**src/rtl/write_back_stage_pkg.sv**
```systemverilog
// Shared pipeline encodings used by the write-back stage and its neighbours.
package write_back_stage_pkg;

  // Write-back source select encodings
  localparam logic [3:0] WB_X   = 4'd0;
  localparam logic [3:0] WB_ALU = 4'd1;
  localparam logic [3:0] WB_MEM = 4'd2;
  localparam logic [3:0] WB_PC  = 4'd3;

  // Register-read enable "don't care"
  localparam logic REN_X = 1'b0;

  // Bubble markers injected by upstream stages
  localparam logic [63:0] INST_ID_NOP = 64'hFFFF_FFFF_FFFF_FFFF;
  localparam logic [31:0] REGPC_NOP   = 32'h0000_0000;
  localparam logic [31:0] INST_NOP    = 32'h0000_0013;

  typedef enum logic {
    FL_IDLE  = 1'b0,
    FL_FLUSH = 1'b1
  } flush_state_e;

  // True for the select values that actually produce a register write
  function automatic logic wb_sel_writes(input logic [3:0] sel);
    return (sel == WB_ALU) || (sel == WB_MEM) || (sel == WB_PC);
  endfunction

endpackage

```
**src/rtl/write_back_stage_flush_ctrl.sv**
```systemverilog
// Redirect flush controller: holds the squash window open after a redirect
// and keeps the redirect target stable for its duration.
//
// state    | meaning
// ---------+------------------------------------------------------------
// FL_IDLE  | no flush in progress, flush_cnt == 0
// FL_FLUSH | younger slots squashed, flush_cnt counts down to 0
module wb_flush_ctrl
  import write_back_stage_pkg::*;
#(
  parameter int unsigned FLUSH_CYCLES    = 2,
  parameter logic [31:0] RESET_PC_TARGET = 32'h0
) (
  input  logic        clk,
  input  logic        rst_n,
  input  logic        redirect_i,
  input  logic [31:0] br_target_i,
  output logic        flush_active_o,
  output logic        hazard_o,
  output logic [31:0] target_o
);

  localparam logic [2:0] CNT_LOAD = 3'(FLUSH_CYCLES - 1);

  flush_state_e state_q, state_d;
  logic [2:0]   cnt_q, cnt_d;
  logic [31:0]  target_q, target_d;

  // State, counter and target registers
  always_ff @(posedge clk or negedge rst_n) begin
    if (!rst_n) begin
      state_q  <= FL_IDLE;
      cnt_q    <= 3'd0;
      target_q <= RESET_PC_TARGET;
    end else begin
      state_q  <= state_d;
      cnt_q    <= cnt_d;
      target_q <= target_d;
    end
  end

  // Next-state: load the countdown on a redirect, count to zero while flushing
  always_comb begin
    state_d  = state_q;
    cnt_d    = cnt_q;
    target_d = target_q;
    unique case (state_q)
      FL_IDLE: begin
        if (redirect_i) begin
          target_d = br_target_i;
          cnt_d    = CNT_LOAD;
          if (CNT_LOAD != 3'd0) state_d = FL_FLUSH;
        end
      end
      FL_FLUSH: begin
        cnt_d = cnt_q - 3'd1;
        if (cnt_q == 3'd1) state_d = FL_IDLE;
      end
      default: begin
        state_d = FL_IDLE;
        cnt_d   = 3'd0;
      end
    endcase
  end

  assign flush_active_o = (cnt_q != 3'd0);
  assign hazard_o       = redirect_i || flush_active_o;
  assign target_o       = redirect_i     ? br_target_i :
                          flush_active_o ? target_q    : RESET_PC_TARGET;

endmodule

```
**src/rtl/write_back_stage.sv**
```systemverilog
// Final pipeline stage: register write-back, forwarding, redirect and retire.
module write_back_stage
  import write_back_stage_pkg::*;
#(
  parameter int unsigned FLUSH_CYCLES    = 2,
  parameter logic [31:0] RESET_PC_TARGET = 32'h0
) (
  input  logic        clk,
  input  logic        rst_n,
  input  logic [31:0] input_reg_pc,
  input  logic [31:0] input_inst,
  input  logic [63:0] input_inst_id,
  input  logic [31:0] input_read_data,
  input  logic [31:0] input_alu_out,
  input  logic        input_br_flg,
  input  logic [31:0] input_br_target,
  input  logic        input_rf_wen,
  input  logic [3:0]  input_wb_sel,
  input  logic [4:0]  input_wb_addr,
  input  logic        input_jmp_flg,
  output logic        rf_we,
  output logic [4:0]  rf_waddr,
  output logic [31:0] rf_wdata,
  output logic        fw_valid,
  output logic [4:0]  fw_addr,
  output logic [31:0] fw_data,
  output logic        wb_branch_hazard,
  output logic [31:0] wb_branch_target,
  output logic        retire_valid,
  output logic [31:0] retire_pc,
  output logic [63:0] retire_inst_id,
  output logic [63:0] instret
);

  logic        flush_active;
  logic        bubble;
  logic        redirect;
  logic [31:0] wb_val;

  logic        fw_valid_q;
  logic [4:0]  fw_addr_q;
  logic [31:0] fw_data_q;
  logic        retire_valid_q;
  logic [31:0] retire_pc_q;
  logic [63:0] retire_inst_id_q;
  logic [63:0] instret_q;

  // The instruction word is carried for trace only; nothing here decodes it
  logic unused_inst;
  assign unused_inst = ^input_inst;

  // Reset is folded into the bubble so combinational outputs stay quiet in reset
  assign bubble   = !rst_n || (input_inst_id == INST_ID_NOP) || flush_active;
  assign redirect = !bubble && (input_br_flg || input_jmp_flg);

  // Write-back value select
  always_comb begin
    wb_val = 32'h0;
    unique case (input_wb_sel)
      WB_ALU:  wb_val = input_alu_out;
      WB_MEM:  wb_val = input_read_data;
      WB_PC:   wb_val = input_reg_pc + 32'd4;
      default: wb_val = 32'h0;
    endcase
  end

  assign rf_we    = !bubble && input_rf_wen && wb_sel_writes(input_wb_sel)
                    && (input_wb_addr != 5'd0);
  assign rf_waddr = input_wb_addr;
  assign rf_wdata = wb_val;

  // Forwarding copy of the register write, covering the RF write-before-read gap
  always_ff @(posedge clk or negedge rst_n) begin
    if (!rst_n) begin
      fw_valid_q <= 1'b0;
      fw_addr_q  <= 5'd0;
      fw_data_q  <= 32'h0;
    end else begin
      fw_valid_q <= rf_we;
      fw_addr_q  <= rf_waddr;
      fw_data_q  <= rf_wdata;
    end
  end

  // Retire trace and retired-instruction counter
  always_ff @(posedge clk or negedge rst_n) begin
    if (!rst_n) begin
      retire_valid_q   <= 1'b0;
      retire_pc_q      <= 32'h0;
      retire_inst_id_q <= INST_ID_NOP;
      instret_q        <= 64'd0;
    end else begin
      retire_valid_q <= !bubble;
      if (!bubble) begin
        retire_pc_q      <= input_reg_pc;
        retire_inst_id_q <= input_inst_id;
        instret_q        <= instret_q + 64'd1;
      end
    end
  end

  wb_flush_ctrl #(
    .FLUSH_CYCLES    (FLUSH_CYCLES),
    .RESET_PC_TARGET (RESET_PC_TARGET)
  ) u_flush_ctrl (
    .clk            (clk),
    .rst_n          (rst_n),
    .redirect_i     (redirect),
    .br_target_i    (input_br_target),
    .flush_active_o (flush_active),
    .hazard_o       (wb_branch_hazard),
    .target_o       (wb_branch_target)
  );

  assign fw_valid       = fw_valid_q;
  assign fw_addr        = fw_addr_q;
  assign fw_data        = fw_data_q;
  assign retire_valid   = retire_valid_q;
  assign retire_pc      = retire_pc_q;
  assign retire_inst_id = retire_inst_id_q;
  assign instret        = instret_q;

endmodule
```
**config.mk**
```make
export PLATFORM = sky130hd
export DESIGN_NAME = write_back_stage
export DESIGN_NICKNAME = d
export VERILOG_FILES = /design/src/rtl/write_back_stage_pkg.sv /design/src/rtl/write_back_stage_flush_ctrl.sv /design/src/rtl/write_back_stage.sv
export SDC_FILE = /design/constraint.sdc
export NUM_CORES = 1
export LEC_CHECK = 0
export CAP_MARGIN = 20
export CORE_AREA = 8 8 189 191
export CTS_CLUSTER_DIAMETER = 80
export CTS_CLUSTER_SIZE = 24
export DETAILED_ROUTE_END_ITERATION = 8
export DIE_AREA = 0 0 197 199
export PLACE_DENSITY = 0.73
export SKIP_LAST_GASP = 1
export SLEW_MARGIN = 20
export SYNTH_ARGS = -nofsm -noshare
export SYNTH_HDL_FRONTEND = slang
export SYNTH_SLANG_ARGS = --single-unit
```
**constraint.sdc**
```tcl
create_clock -name clk -period 3.79 [get_ports clk]
set_input_delay 0.379 -clock clk [delete_from_list [all_inputs] [get_ports clk]]
set_output_delay 0.379 -clock clk [all_outputs]
set_load 0.05 [all_outputs]
```
Yosys cells after proc, flatten, opt, wreduce, memory -nomap -nowiden
Index checks and enable logic that the tools add are counted.
{"block": "word_totals", "input_bits": 238, "output_inout_bits": 270, "register_bits": 235, "elab_cells": 43}
{"block": "classes", "n_mux": 8, "n_eq_ne": 6, "reduce_logical": 15, "add_sub_neg": 3, "bitwise": 1}
{"cell": "32-bit case mux with 3 select lines", "n": 1}
{"cell": "64-bit by 1-bit adder with 64-bit output, second input constant", "n": 1}
{"cell": "64-bit equality test, second input constant", "n": 1}
{"cell": "32-bit two-way mux", "n": 2}
{"cell": "32-bit by 3-bit adder with 32-bit output, second input constant", "n": 1}
{"cell": "4-bit by 2-bit equality test with 1-bit output, second input constant", "n": 2}
{"cell": "1-bit logical OR", "n": 6}
{"cell": "3-bit case mux with 2 select lines", "n": 1}
{"cell": "5-bit nonzero test", "n": 1}
{"cell": "4-bit by 1-bit equality test with 1-bit output, second input constant", "n": 1}
{"cell": "1-bit logical AND", "n": 4}
{"cell": "3-bit by 1-bit equality test with 1-bit output, second input constant", "n": 1}
{"cell": "3-bit two-way mux", "n": 1}
{"cell": "3-bit nonzero test", "n": 1}
{"cell": "3-bit by 1-bit subtractor with 3-bit output, second input constant", "n": 1}
{"cell": "1-bit zero test", "n": 2}
{"cell": "1-bit two-way mux", "n": 2}
{"cell": "2-bit by 1-bit != test with 1-bit output, second input constant", "n": 1}
{"cell": "1-bit case mux with 2 select lines", "n": 1}
{"cell": "2-bit AND reduction", "n": 1}
{"cell": "1-bit inverter", "n": 1}

Depth between registers and ports, before layout
{"block": "depth", "ltp_word": 7, "ltp_mapped": 10, "depth_no_buf": 8}

Modules after synthesis
A second synthesis with hierarchy kept.
{"block": "unflattened", "hier_cells": 959, "hier_area_um2": 11239.5}
{"mod": "write_back_stage", "n_inst": 1, "area_per_inst_um2": 9130.0, "seq_area_each_um2": 5059.9, "cells_each": 762}
{"mod": "wb_flush_ctrl", "n_inst": 1, "area_per_inst_um2": 2109.5, "seq_area_each_um2": 900.9, "cells_each": 197}

Worst setup path after synthesis
Ideal clock, no wire load.
{"block": "synth_path", "path_type": "reg-to-output", "from": "reg u_flush_ctrl.cnt_q[0]", "to": "out rf_we", "setup_slack_ns": 0.379, "arrival_ns": 3.032, "t_required_ns": 3.411, "path_stages_with_launch": 9, "n_path_buf": 2, "path_cell_list": "dfrtp_1 -> inv_1 -> ha_1 -> nor2b_1 -> and2_1 -> nand2_1 -> buf_4 -> buf_2 -> nor4_1"}
{"block": "synth_via", "elab_chain_cells": 6}
{"item": "start: declaration", "line": "write_back_stage_flush_ctrl.sv:26", "source": "logic [2:0] cnt_q, cnt_d;"}
{"item": "start signal: assignment", "line": "write_back_stage_flush_ctrl.sv:37", "source": "cnt_q <= cnt_d;"}
{"item": "3-bit nonzero test", "line": "write_back_stage_flush_ctrl.sv:66", "source": "assign flush_active_o = (cnt_q != 3'd0);"}
{"item": "1-bit logical OR", "line": "write_back_stage.sv:53", "source": "assign bubble = !rst_n || (input_inst_id == INST_ID_NOP) || flush_active;"}
{"item": "1-bit zero test"}
{"item": "1-bit logical AND (2 in a row)", "line": "write_back_stage.sv:67", "source": "assign rf_we = !bubble && input_rf_wen && wb_sel_writes(input_wb_sel)"}
{"item": "1-bit logical AND", "line": "write_back_stage.sv:68", "source": "&& (input_wb_addr != 5'd0);"}
{"item": "end: declaration", "line": "write_back_stage.sv:21", "source": "output logic rf_we,"}
Every way passes these cells.

Worst setup path after layout
{"block": "layout_path", "from": "reg u_flush_ctrl.cnt_q[0]", "to": "out wb_branch_target[18]"}
{"block": "layout_via", "elab_chain_cells": 5}
{"item": "3-bit nonzero test *", "line": "write_back_stage_flush_ctrl.sv:66"}
{"item": "1-bit logical OR", "line": "write_back_stage.sv:53"}
{"item": "1-bit zero test"}
{"item": "1-bit logical AND", "line": "write_back_stage.sv:54", "source": "assign redirect = !bubble && (input_br_flg || input_jmp_flg);"}
{"item": "32-bit two-way mux *", "line": "write_back_stage_flush_ctrl.sv:68", "source": "assign target_o = redirect_i ? br_target_i :"}
{"item": "end: declaration", "line": "write_back_stage.sv:28", "source": "output logic [31:0] wb_branch_target,"}
Mark *: on every way between the ends. The rest lies on a longest branch, timed or not.

==> flow_summary.ini <==
[status]
outcome = complete, but fails checks
violations = hold timing

[global_routing]
grt_pass1_vias = 10300
grt_pass1_wl_mm = 61.3
antenna_found_initial = 0
grt-ovfl-total = 0
grt_max_degree = 164
grt_usage_pct = 19.8

[logic_synthesis]
ys_ff_latch = 235
postSynth.asyncResetShare_pct = 100
synth_area_leader_cell = dfrtp_1
ys.flop_type = dfrtp_1
syn_inst = 1082
syn_area_per_cell_sq_um = 10.0
netlist_area_sq_um = 10800
synthTopCellsByArea = dfrtp_1, dfstp_2, nand2_1, xnor2_1, mux2_2
synth_most_common_cell = nand2_1
synth_top_area_share_pct = 39.5
syn_nets = 1325
netlist_top_cells_count = nand2_1, dfrtp_1, dfstp_2
yosysWarnings = 0
synth_edf_count = 0
synth_cell_types = 49
ys_seq_area_share_pct = 55.0

[floorplan]
die_area_sq_um = 39200
fp.coreArea_sq_um = 32900
initial_utilization_pct = 33.0
num_io_pins = 508
core.rowCount = 67
die_height_um = 199
die_w_um = 197

[placement]
dpl.hpwl_mm = 31.3
globalplace.congestion = 0.883
place_area_sq_um = 16600
dp_cells = 1965
io_buffers = 475

[route]
drtIter0Drc = 473
drt_pass1_iterations = 5
routed_wl_mm = 40.1
via_count = 9908
wl_per_cell_um = 20.1
ant_nets = 0
vias_per_cell = 4.97
drc = 0

[finish]
nNetsFinal = 1778
final_area_sq_um = 17100
fin_cells = 1992
syn2layout_area_growth_pct = 57.8
num_antenna_cells = 0
drive_gt1_share_pct = 14.8

[critical_path]
rr_endpoint = u_flush_ctrl.target_q[12]
worstSetupStartpointType = flip-flop
crit_path_end_kind = output port
r2r_cells = 8
critPathKind = flip-flop to output port
r2r_slack_ns = 0.93
crit_required_ns = 3.41
crit_fanout = 17
timing.rr.start = u_flush_ctrl.cnt_q[0]
arrival_ns = 3.12

[power_and_ir_drop]
irDropWorstVdd_mv = 0.426
p_per_area_nw_per_um2 = 718
pwr-share-seq_pct = 31.1
p_sw_share_pct = 44.8
internal_power_mw = 6.77
pwr-share-clk_pct = 13.9
combPwrFrac_pct = 55.0
p_leak_nw = 7.30
p_switching_mw = 5.50

[clock_tree]
tritoncts = done
cts_num_sinks = 235
ctsHoldBuffers = 0
clock_latency_ns = 0.50
h-tree-depth = 1
cts_buffers = 15
clockRootBuffer = clkbuf_16
clkTransAtPathRegs_ns = 0.09
clk_path_buf_depth = 3

[sta]
drv_slew = 0
whs_ns = -0.00604
period_needed_ns = 3.50
tightest_slew_ns = 0.966
setup_viol = 0
fin_skew_ns = 0.0197
setup_tns_ns = 0
hold_violations = 2
timing.fmax_mhz = 286
fin_crit_sh_pct = 92.3
relSlewSlack_pct = 35.6
rsz0062_at_grt = no

[min_path]
hp-class = input pin to asynchronous set/reset pin

[job]
drv_cap = 0
## state kept, by name (all words and copies together) (netlist names)
signal,count
fw_valid,1
retire_valid,1
u_flush_ctrl.cnt_q,3
retire_inst_id,64
u_flush_ctrl.target_q,32
instret,64
fw_addr,5
fw_data,32
u_flush_ctrl.state_q,1
retire_pc,32
## per-stage QoR
step | worst slack, ns | power, mW | util (%) | hold slack, ns
6_report | 0.292 | 12.3 | 52.0 | -0.00604
5_1_grt | 0.0434 | 12.9 | 52.0 | 0.0549
4_1_cts | 0.0670 | 12.4 | 52.0 | 0.0655
3_5_place_dp | 0.322 | 10.7 | 50.5 | 0.448
3_3_place_gp | 0.323 | 10.6 | 50.5 | 0.446
2_1_floorplan | 0.379 | 7.80 | - | 0.0834
## cell type report
class	count	area (sq um)
fill	2953	15800
sequential	235	5960
timing repair buffer	493	5490
multi-input combinational	774	4540
tap	448	561
clock buffer	18	397
clock inverter	8	70.1
inverter	16	62.6
## worst max-delay path by stage
stage,from,to,depth (start not counted)
final,u_flush_ctrl.cnt_q[0],wb_branch_target[18],8
after CTS,u_flush_ctrl.cnt_q[0],wb_branch_target[18],8
after global placement,input_reg_pc[2],rf_wdata[28],10
after floorplan,u_flush_ctrl.cnt_q[0],rf_we,8
after global routing,u_flush_ctrl.cnt_q[0],wb_branch_target[18],8
after detailed placement,input_reg_pc[2],rf_wdata[28],10
## power by group through the flow
| stage | Combinational [mW] | Sequential (mW) | Clock (mW) |
|---|---|---|---|
| 6_report | 6.76 | 3.81 | 1.70 |
| 5_1_grt | 7.09 | 3.90 | 1.86 |
| 4_1_cts | 6.81 | 3.81 | 1.78 |
| 3_5_place_dp | 6.80 | 3.86 | 0 |
| 3_3_place_gp | 6.74 | 3.82 | 0 |
| 2_1_floorplan | 2.14 | 5.66 | 0 |
## logic make-up after synthesis
| family | after synthesis | synth area share, % |
|---|---|---|
| buffers and inverters | 74 | 3.30 |
| flip-flops | 235 | 55.0 |
| XOR/XNOR | 91 | 7.36 |
| adder cells (fa/ha/maj) | 5 | 0.578 |
| AND/OR/NAND/NOR | 537 | 23.1 |
| multiplexers | 36 | 3.73 |
| AO/OA/AOI/OAI | 104 | 6.86 |
## critical path, cell delays in order, from the launching register on
cell	delay (ns)
dfrtp_1	0.42
inv_1	0.09
ha_1	0.18
nor2b_1	0.22
and2_1	0.39
o21ai_0	0.38
nor2_4	0.48
a22o_1	0.29
buf_12	0.16
## routing by layer
metal / vias to the layer above / track usage [%] / part of all wire [%]
met5: - / 0 / 0
met4: 0 / 5.35 / 2.6
met3: 54 / 6.45 / 8.9
met2: 384 / 34.3 / 50
met1: 4874 / 23.2 / 39
li1: 4596 / - / -
## repair_timing
item	in CTS	in global routing
resized for setup	0	1
setup buffers	0	0
endpoints found under the hold margin	0	0
setup endpoints to repair	0	32
## layout by cell type, fill, tap and decap left out, types with 2 or more instances in the layout
| cell type | netlist | routed |
|---|---|---|
| a21oi_1 | 15 | 15 |
| a22o_1 | 32 | 32 |
| a22oi_1 | 28 | 28 |
| and2_1 | 4 | 4 |
| and3_1 | 12 | 12 |
| and4_1 | 4 | 4 |
| buf_12 | 0 | 61 |
| buf_4 | 14 | 23 |
| clkbuf_1 | 25 | 2 |
| clkbuf_16 | 0 | 15 |
| clkdlybuf4s50_1 | 0 | 408 |
| dfrtp_1 | 171 | 171 |
| dfstp_2 | 64 | 64 |
| ha_1 | 5 | 5 |
| inv_1 | 15 | 15 |
| inv_6 | 0 | 2 |
| mux2_2 | 35 | 35 |
| nand2_1 | 325 | 324 |
| nand3_1 | 39 | 39 |
| nand4_1 | 52 | 52 |
| nand4_4 | 2 | 2 |
| nor2_1 | 40 | 39 |
| nor2_4 | 0 | 2 |
| nor2b_1 | 5 | 4 |
| nor3_1 | 16 | 16 |
| nor4_1 | 14 | 14 |
| nor4_2 | 2 | 2 |
| o211ai_1 | 2 | 2 |
| o21ai_0 | 8 | 8 |
| o22ai_1 | 16 | 16 |
| or2_2 | 2 | 2 |
| or3_1 | 6 | 6 |
| or4_1 | 2 | 2 |
| xnor2_1 | 53 | 53 |
| xor2_1 | 38 | 38 |
Power figures use the tool's default switching activity.
